--- config.mk ---
export PLATFORM = sky130hd
export DESIGN_NAME = core_dbus_wb_bridge
export DESIGN_NICKNAME = d
export VERILOG_FILES = /design/src/rtl/core_dbus_wb_bridge.sv
export SDC_FILE = /design/constraint.sdc
export NUM_CORES = 1
export LEC_CHECK = 0
export ABC_AREA = 1
export ABC_CLOCK_PERIOD_IN_PS = 3100
export CAP_MARGIN = 5
export CORE_MARGIN = 5
export CORE_UTILIZATION = 49
export CTS_CLUSTER_SIZE = 40
export DETAILED_ROUTE_END_ITERATION = 10
export PLACE_DENSITY = 0.93
export SLEW_MARGIN = 20
export SYNTH_ARGS = -nofsm -noshare
export SYNTH_HDL_FRONTEND = slang
export SYNTH_SLANG_ARGS = --single-unit
--- constraint.sdc ---
create_clock -name clk -period 3.1 [get_ports clk]
set_input_delay 0.31 -clock clk [delete_from_list [all_inputs] [get_ports clk]]
set_output_delay 0.31 -clock clk [all_outputs]
set_load 0.02 [all_outputs]
--- src/rtl/core_dbus_wb_bridge.sv ---
// core_dbus_wb_bridge: core data-port to Wishbone classic master, one bus cycle per load/store
module core_dbus_wb_bridge #(
  parameter int unsigned TIMEOUT_CYCLES = 255,
  parameter logic [31:0] ERR_RDATA = 32'h0000_0000
) (
  input  logic        clk,
  input  logic        reset_n,
  input  logic [31:0] mem_addr_mem,
  input  logic [31:0] mem_wdata_mem,
  input  logic        mem_write_mem,
  input  logic        mem_read_mem,
  input  logic [2:0]  mem_op_mem,
  output logic [31:0] mem_rdata_mem,
  output logic        stall_pipl,
  output logic [31:0] wb_adr_o,
  output logic [31:0] wb_dat_o,
  input  logic [31:0] wb_dat_i,
  output logic        wb_we_o,
  output logic [3:0]  wb_sel_o,
  output logic        wb_cyc_o,
  output logic        wb_stb_o,
  input  logic        wb_ack_i,
  input  logic        wb_err_i,
  output logic        bus_fault
);
  typedef enum logic [1:0] {IDLE, BUSY, DONE} state_t;
  state_t state, state_d;
  logic [31:0] cnt, cnt_d, adr_d, dat_d, rdata_d, st_data, shifted, ld_data;
  logic [3:0] sel_d, st_sel;
  logic [2:0] op, op_d;
  logic [1:0] lo, lo_d;
  logic we_d, cyc_d, stb_d, fault_d, req, misaligned, abort;
  assign req = mem_read_mem | mem_write_mem;
  assign stall_pipl = (state == IDLE && req) || state == BUSY;
  // size comes from op[1:0]; undefined ops fall into the word case
  assign misaligned = (mem_op_mem[1:0] == 2'b01 && mem_addr_mem[0]) ||
                      (mem_op_mem[1] && mem_addr_mem[1:0] != 2'b00);
  assign st_sel = mem_op_mem[1:0] == 2'b00 ? 4'b0001 << mem_addr_mem[1:0] :
                  mem_op_mem[1:0] == 2'b01 ? (mem_addr_mem[1] ? 4'b1100 : 4'b0011) : 4'b1111;
  assign st_data = mem_op_mem[1:0] == 2'b00 ? {4{mem_wdata_mem[7:0]}} :
                   mem_op_mem[1:0] == 2'b01 ? {2{mem_wdata_mem[15:0]}} : mem_wdata_mem;
  assign shifted = wb_dat_i >> {lo, 3'b000};
  assign ld_data = op == 3'b000 ? {{24{shifted[7]}}, shifted[7:0]} :
                   op == 3'b001 ? {{16{shifted[15]}}, shifted[15:0]} :
                   op == 3'b100 ? {24'h0, shifted[7:0]} :
                   op == 3'b101 ? {16'h0, shifted[15:0]} : wb_dat_i;
  // cnt counts completed wait cycles, so the abort lands on the TIMEOUT_CYCLES-th one
  assign abort = wb_err_i || (TIMEOUT_CYCLES != 0 && cnt + 32'd1 == TIMEOUT_CYCLES);
  always_comb begin
    state_d = state;
    cnt_d = cnt;
    op_d = op;
    lo_d = lo;
    adr_d = wb_adr_o;
    dat_d = wb_dat_o;
    sel_d = wb_sel_o;
    we_d = wb_we_o;
    cyc_d = wb_cyc_o;
    stb_d = wb_stb_o;
    rdata_d = mem_rdata_mem;
    fault_d = 1'b0;
    case (state)
      IDLE: if (req) begin
        if (misaligned) begin
          state_d = DONE;
          rdata_d = ERR_RDATA;
          fault_d = 1'b1;
        end else begin
          state_d = BUSY;
          cnt_d = '0;
          op_d = mem_op_mem;
          lo_d = mem_addr_mem[1:0];
          adr_d = {mem_addr_mem[31:2], 2'b00};
          dat_d = st_data;
          sel_d = st_sel;
          we_d = mem_write_mem;
          cyc_d = 1'b1;
          stb_d = 1'b1;
        end
      end
      BUSY: if (abort) begin
        state_d = DONE;
        cyc_d = 1'b0;
        stb_d = 1'b0;
        rdata_d = ERR_RDATA;
        fault_d = 1'b1;
      end else if (wb_ack_i) begin
        state_d = DONE;
        cyc_d = 1'b0;
        stb_d = 1'b0;
        rdata_d = wb_we_o ? mem_rdata_mem : ld_data;
      end else cnt_d = cnt + 32'd1;
      default: state_d = IDLE;
    endcase
  end
  always_ff @(posedge clk or negedge reset_n)
    if (!reset_n) begin
      state <= IDLE;
      cnt <= '0;
      op <= '0;
      lo <= '0;
      wb_adr_o <= '0;
      wb_dat_o <= '0;
      wb_sel_o <= '0;
      wb_we_o <= 1'b0;
      wb_cyc_o <= 1'b0;
      wb_stb_o <= 1'b0;
      mem_rdata_mem <= '0;
      bus_fault <= 1'b0;
    end else begin
      state <= state_d;
      cnt <= cnt_d;
      op <= op_d;
      lo <= lo_d;
      wb_adr_o <= adr_d;
      wb_dat_o <= dat_d;
      wb_sel_o <= sel_d;
      wb_we_o <= we_d;
      wb_cyc_o <= cyc_d;
      wb_stb_o <= stb_d;
      mem_rdata_mem <= rdata_d;
      bus_fault <= fault_d;
    end
endmodule

Word-level counts from Yosys, hierarchy flattened
Index checks and enable logic that the tools add are counted. Widths: inputs -> output; s select.

Register bits after elaboration: 140. Bits in latches: 0. Bits in writable memories: 0. Bits in read-only memories: 0. Input bits: 105. Word-level logic and storage cells: 79. Memories kept: 0.

$add $sub $neg: 1. Multiply operators: 0. Div/mod/pow operators: 0. Magnitude comparators: 0. Eq/ne operators: 13. Shift-type cells: 2. Muxes and demuxes: 34. Bitwise operators: 2. Reduce and logical (&&, ||, !) cells: 16.

Operators by type and width (number): $mux 32 (15); $pmux 32 s2 (2); $add 32x1->32 const B (1); $eq 32x8->1 const B (1); $shr 32x5->16 (1); $mux 4 (3); $ne 2x2->1 const B (5); $reduce_and 5->1 (2); $mux 2 (4); $mux 1 (7); $eq 3x3->1 const B (2); $ne 3x3->1 const B (2); $eq 2x1->1 const B (2); $logic_not 2->1 (2); $pmux 1 s2 (2); $pmux 2 s2 (1); $reduce_and 4->1 (1); $reduce_bool 2->1 (2); $shl 1x2->4 const A (1); $eq 3x1->1 const B (1); $logic_and 1x1->1 (3); $logic_not 3->1 (1); $logic_or 1x1->1 (3); $reduce_and 3->1 (1); 3 further kinds (3).

Logic depth before layout (Yosys ltp)
Depth after elaboration: 9. Mapped depth: 18.

Worst setup path after synthesis
OpenSTA, ideal clock, no wires.

Path type: register to register. Start point: register cnt[1]. End point: register mem_rdata_mem[10]. Library setup time: 123 ps. Arrival: 2132 ps. Required time: 2977 ps. Slack: 845 ps. Stages on the path, launching flop included: 18. Buffers on the path: 1. Period minus slack after synthesis: 2255 ps. Cells stage by stage: dfrtp_1 > ha_1 > nand2_2 > nor2_8 > nand2_4 > nor2_4 > nand2_1 > nand2_1 > nand2_1 > nor2_1 > nand2_1 > nor2_2 > nand3_2 > nand3_2 > nand2_4 > buf_4 > o21ai_0 > nand2_1.

Cells in the longest elaborated chain, start to end: 5. Elaborated cells on any way between the ends: 8. Classes of those cells: add/sub: 1; eq/ne: 3; mux: 2; reduce/logical: 2.

Ends and longest elaborated chain: from (decl) (line 28) `logic [31:0] cnt, cnt_d, adr_d, dat_d, rdata_d, st_data, shifted, ld_data;`; from (signal assigned) (line 112) `cnt <= cnt_d;`; $add 32x1->32 * (line 48) `assign abort = wb_err_i || (TIMEOUT_CYCLES != 0 && cnt + 32'd1 == TIMEOUT_CYCLES);`; $eq 32x8->1 * (line 48); $logic_or 1x1->1 * (line 48); $ne 3x3->1 (no line) or $mux 32 (tied branches); $reduce_and 5->1 (no line) or $pmux 32 s2 (tied branches); to (signal assigned) (line 121) `mem_rdata_mem <= rdata_d;`; to (decl) (line 13) `output logic [31:0] mem_rdata_mem,`.

Every way passes the cells marked *; elsewhere a longest branch is shown, timed or not. A chain may end at the register's enable or synchronous reset.

Final worst setup path
Start point: register cnt[1]. End point: register cnt[12].

Cells in the longest elaborated chain, start to end: 5. Elaborated cells on any way between the ends: 8. Classes of those cells: add/sub: 1; eq/ne: 2; mux: 3; reduce/logical: 2.

Ends and longest elaborated chain (line): $add 32x1->32 * (48, 92); $eq 32x8->1 (48); $logic_or 1x1->1 (48); $ne 2x2->1 (no line); $reduce_and 5->1 (no line).

Every way passes the cells marked *; elsewhere a longest branch is shown, timed or not. The select of a mux whose other input is x is not followed.

==> impl_results.md <==
- Vias/cell: approximately 5.5
- Drt pass-1 iters: 5
- Hold Crit Class: input port to flip-flop
- Crit end category: flip-flop
- Relative slew slack: between 50% and 60%
- DIE AREA: ~0.018 mm^2
- CTS H-tree lvls: 4
- Share of cells above drive strength 1: 7.58%
- Design Area, Final: about 0.011 mm^2
- Area Growth Syn to Fin: 37.8%
- Placed Area: between 0.009 and 0.01 mm^2
- Synthesized cell area: 0.00775 mm^2
- Top-area cell type share of the netlist area: 45.2%
- Row count: 46
- Area contributors post-synth: dfrtp_1 (45%), nand2_1 (19%), o21ai_0 (5.3%)
- Setup violators final: 0
- Largest net degree at the start of global routing: 90
- Synth cell count leaders: nand2_1 (386), dfrtp_1 (140), o21ai_0 (82), nor2_1 (80), nand3_1 (63)
- Period Utilization, post-route: 92.9%
- CP Launch Type: flip-flop
- Status: complete, no violations
- Core area: approximately 0.016 mm^2
- Crit-path max FO: between 50 and 60
- Synth unique cells: between 40 and 50
- Pwr/cell area: ~870 mW/mm^2
- Syn avg cell area: 7.41 um^2
- GRT Residual Overflow: 0
- CP required: roughly 3.4 ns
- Count leader, synth: nand2_1
- GRT Util Overall: a little over a quarter
- Seq/Total Area, Yosys: 45.2%
- Clock skew: 0.0101 ns
- Worst-margin pin slew: between 0.7 and 0.8 ns
- Diodes inserted: 0
- Initial antenna violation count: 0
- First-pass GRT wire length: ~40000 um
- First-iteration detailed-routing DRC count: between 700 and 800
- Asr flop ratio synth: 100%
- Peak supply drop: 619 uV
- DRT antenna net count: 0
- Final setup TNS: 0 ns
- Die X: 136 um
- Root Buffer: clkbuf_16
- P_leak: roughly 4.8 nW
- Final number of hold-violating endpoints: 0
- Synthesized flop and latch total: 140
- RSZ-0062 raised after global routing: false
- Clock transition at path regs: approximately 0.06 ns
- Fin util: 67.9%
- Port bufs: around 210
- I/O Pins: 210
- CTS Buffer Depth: 2
- Tmin final: 2.88 ns
- Remaining DRCs: 0
- Yosys Warn Count: 0
- GPL Wtd Cong: between 0.9 and 1
- CTS Buf Count: 17
- Syn Inst Count: approximately 1000
- Slew Viols, Final: 0
- Clock Sinks: 140
- Hold slack final: a little over 0.4 ns
- Total Routed Length: approximately 25000 um
- Setup CP Type: flip-flop to flip-flop
- Max Freq: 0.347 GHz
- Synth area leader: dfrtp_1
- Final #Nets: 1348
- Via count: approximately 8000
- Top_reg_cell synth: dfrtp_1
- Initial Util: 49.3%
- R2r setup slk: 0.22 ns
- Fill cells: 1247
- Drt wl/cell: 16.7 um
- Post-synth EDFFs: 0
- Vias in the first global route: ~7800
- Clk_lat worst skew: approximately 0.44 ns
- Crit path arrival time: about 3.2 ns
- Total power: 9.33 mW
- Number of max-cap violations: 0
- CTS tree: built
- DP Wirelength: 17800 um
- Die Y: around 140 um
layer usage:
layer,vias to the layer above,GRT usage (%),wire [um],part of all wire (%)
met5,-,0,0,0
met4,0,10.6,806,3.3
met3,83,7.99,2210,9.0
met2,401,43.9,12000,49
met1,3728,33.1,9640,39
li1,3800,-,-,-
critical path, cell delays in order, from the launching register on:
cell and delay [ns]:
dfrtp_1 0.43, ha_1 0.24, nand2_2 0.11, nor2_8 0.19, nand2_4 0.10, nor2_4 0.17
xor2_1 0.23, nor2_1 0.06, nand2_1 0.07, nor2_1 0.05, nand3_2 0.11, nand3_2 0.15
nand2_2 0.10, buf_6 0.37, inv_2 0.16, nand2_1 0.09, o21ai_0 0.09
cell type report:
class | count | area, um^2 | share of cell area (%)
multi-input cells | 793 | 3780 | 35.4
flip-flops and latches | 140 | 3500 | 32.8
repair buffers | 225 | 2250 | 21.1
clock buffers | 17 | 425 | 3.99
well taps | 216 | 270 | 2.53
inverters | 64 | 240 | 2.25
clock inverters | 15 | 204 | 1.91
power by group:
part	internal [mW]	switching (mW)	leakage [nW]	total, mW
logic	1.77	2.55	2.73	4.32
clock network	1.30	0.888	0.300	2.19
registers	2.41	0.405	1.80	2.82
flip-flops by register name (all words and copies together), names as in the netlist:
register,flops
cnt,32
mem_rdata_mem,32
wb_dat_o,32
wb_adr_o,30
wb_sel_o,4
op,3
lo,2
state,2
bus_fault,1
wb_stb_o,1
wb_we_o,1
per-stage QoR:
stage / std cells / setup slack (ns)
after floorplan: 1046 / 0.845
after global placement: 1434 / 0.271
after detailed placement: 1434 / 0.155
after CTS: 1467 / 0.110
after global routing: 1470 / 0.00168
final: 1470 / 0.219
placed cells by master (no fill, tap or decap), types with 2 or more instances in the layout:
cell / n
a21oi_1: 33
a22oi_1: 2
a2bb2oi_1: 9
buf_12: 3
buf_4: 13
buf_6: 2
bufinv_16: 3
clkbuf_16: 17
clkdlybuf4s50_1: 206
clkinv_1: 2
clkinvlp_4: 3
conb_1: 2
dfrtp_1: 140
ha_1: 2
inv_1: 59
inv_2: 3
inv_6: 3
inv_8: 5
nand2_1: 386
nand2_2: 7
nand2_4: 4
nand3_1: 63
nand3_2: 3
nand4_1: 10
nor2_1: 79
nor2_2: 3
nor2_4: 10
nor2_8: 2
nor3_1: 19
nor3_2: 4
nor3b_1: 4
o211ai_1: 6
o21a_1: 19
o21ai_0: 82
o21ai_1: 21
o21ai_2: 6
o22ai_1: 4
xor2_1: 6
logic make-up after synthesis:
| group | synth area share [%] |
|---|---|
| AO/OA/AOI/OAI | 13.9 |
| XOR/XNOR | 0.791 |
| adder cells (fa/ha/maj) | 0.323 |
| buffers and inverters | 6.56 |
| flip-flops | 45.2 |
| other | 0.0484 |
| AND/OR/NAND/NOR | 33.2 |
path summary, 6_finish.rpt:
| kind | start | endpoint | cells after the start |
|---|---|---|---|
| max | cnt[1] | cnt[12] | 16 |
| min | mem_addr_mem[7] | wb_adr_o[7] | 3 |
| max reg2reg | cnt[1] | cnt[12] | 16 |
| min reg2reg | wb_dat_o[1] | wb_dat_o[1] | 2 |
| max in group asynchronous | reset_n | mem_rdata_mem[18] | 3 |
| min in group asynchronous | reset_n | cnt[24] | 2 |
timing repair:
action,in CTS,in global routing
hold buffers,1,0
resized for setup,0,2
endpoints found under the hold margin,66,0
setup buffers,0,1
endpoints found under the setup margin,0,39
Note: power is estimated with default switching activity, not from simulation.
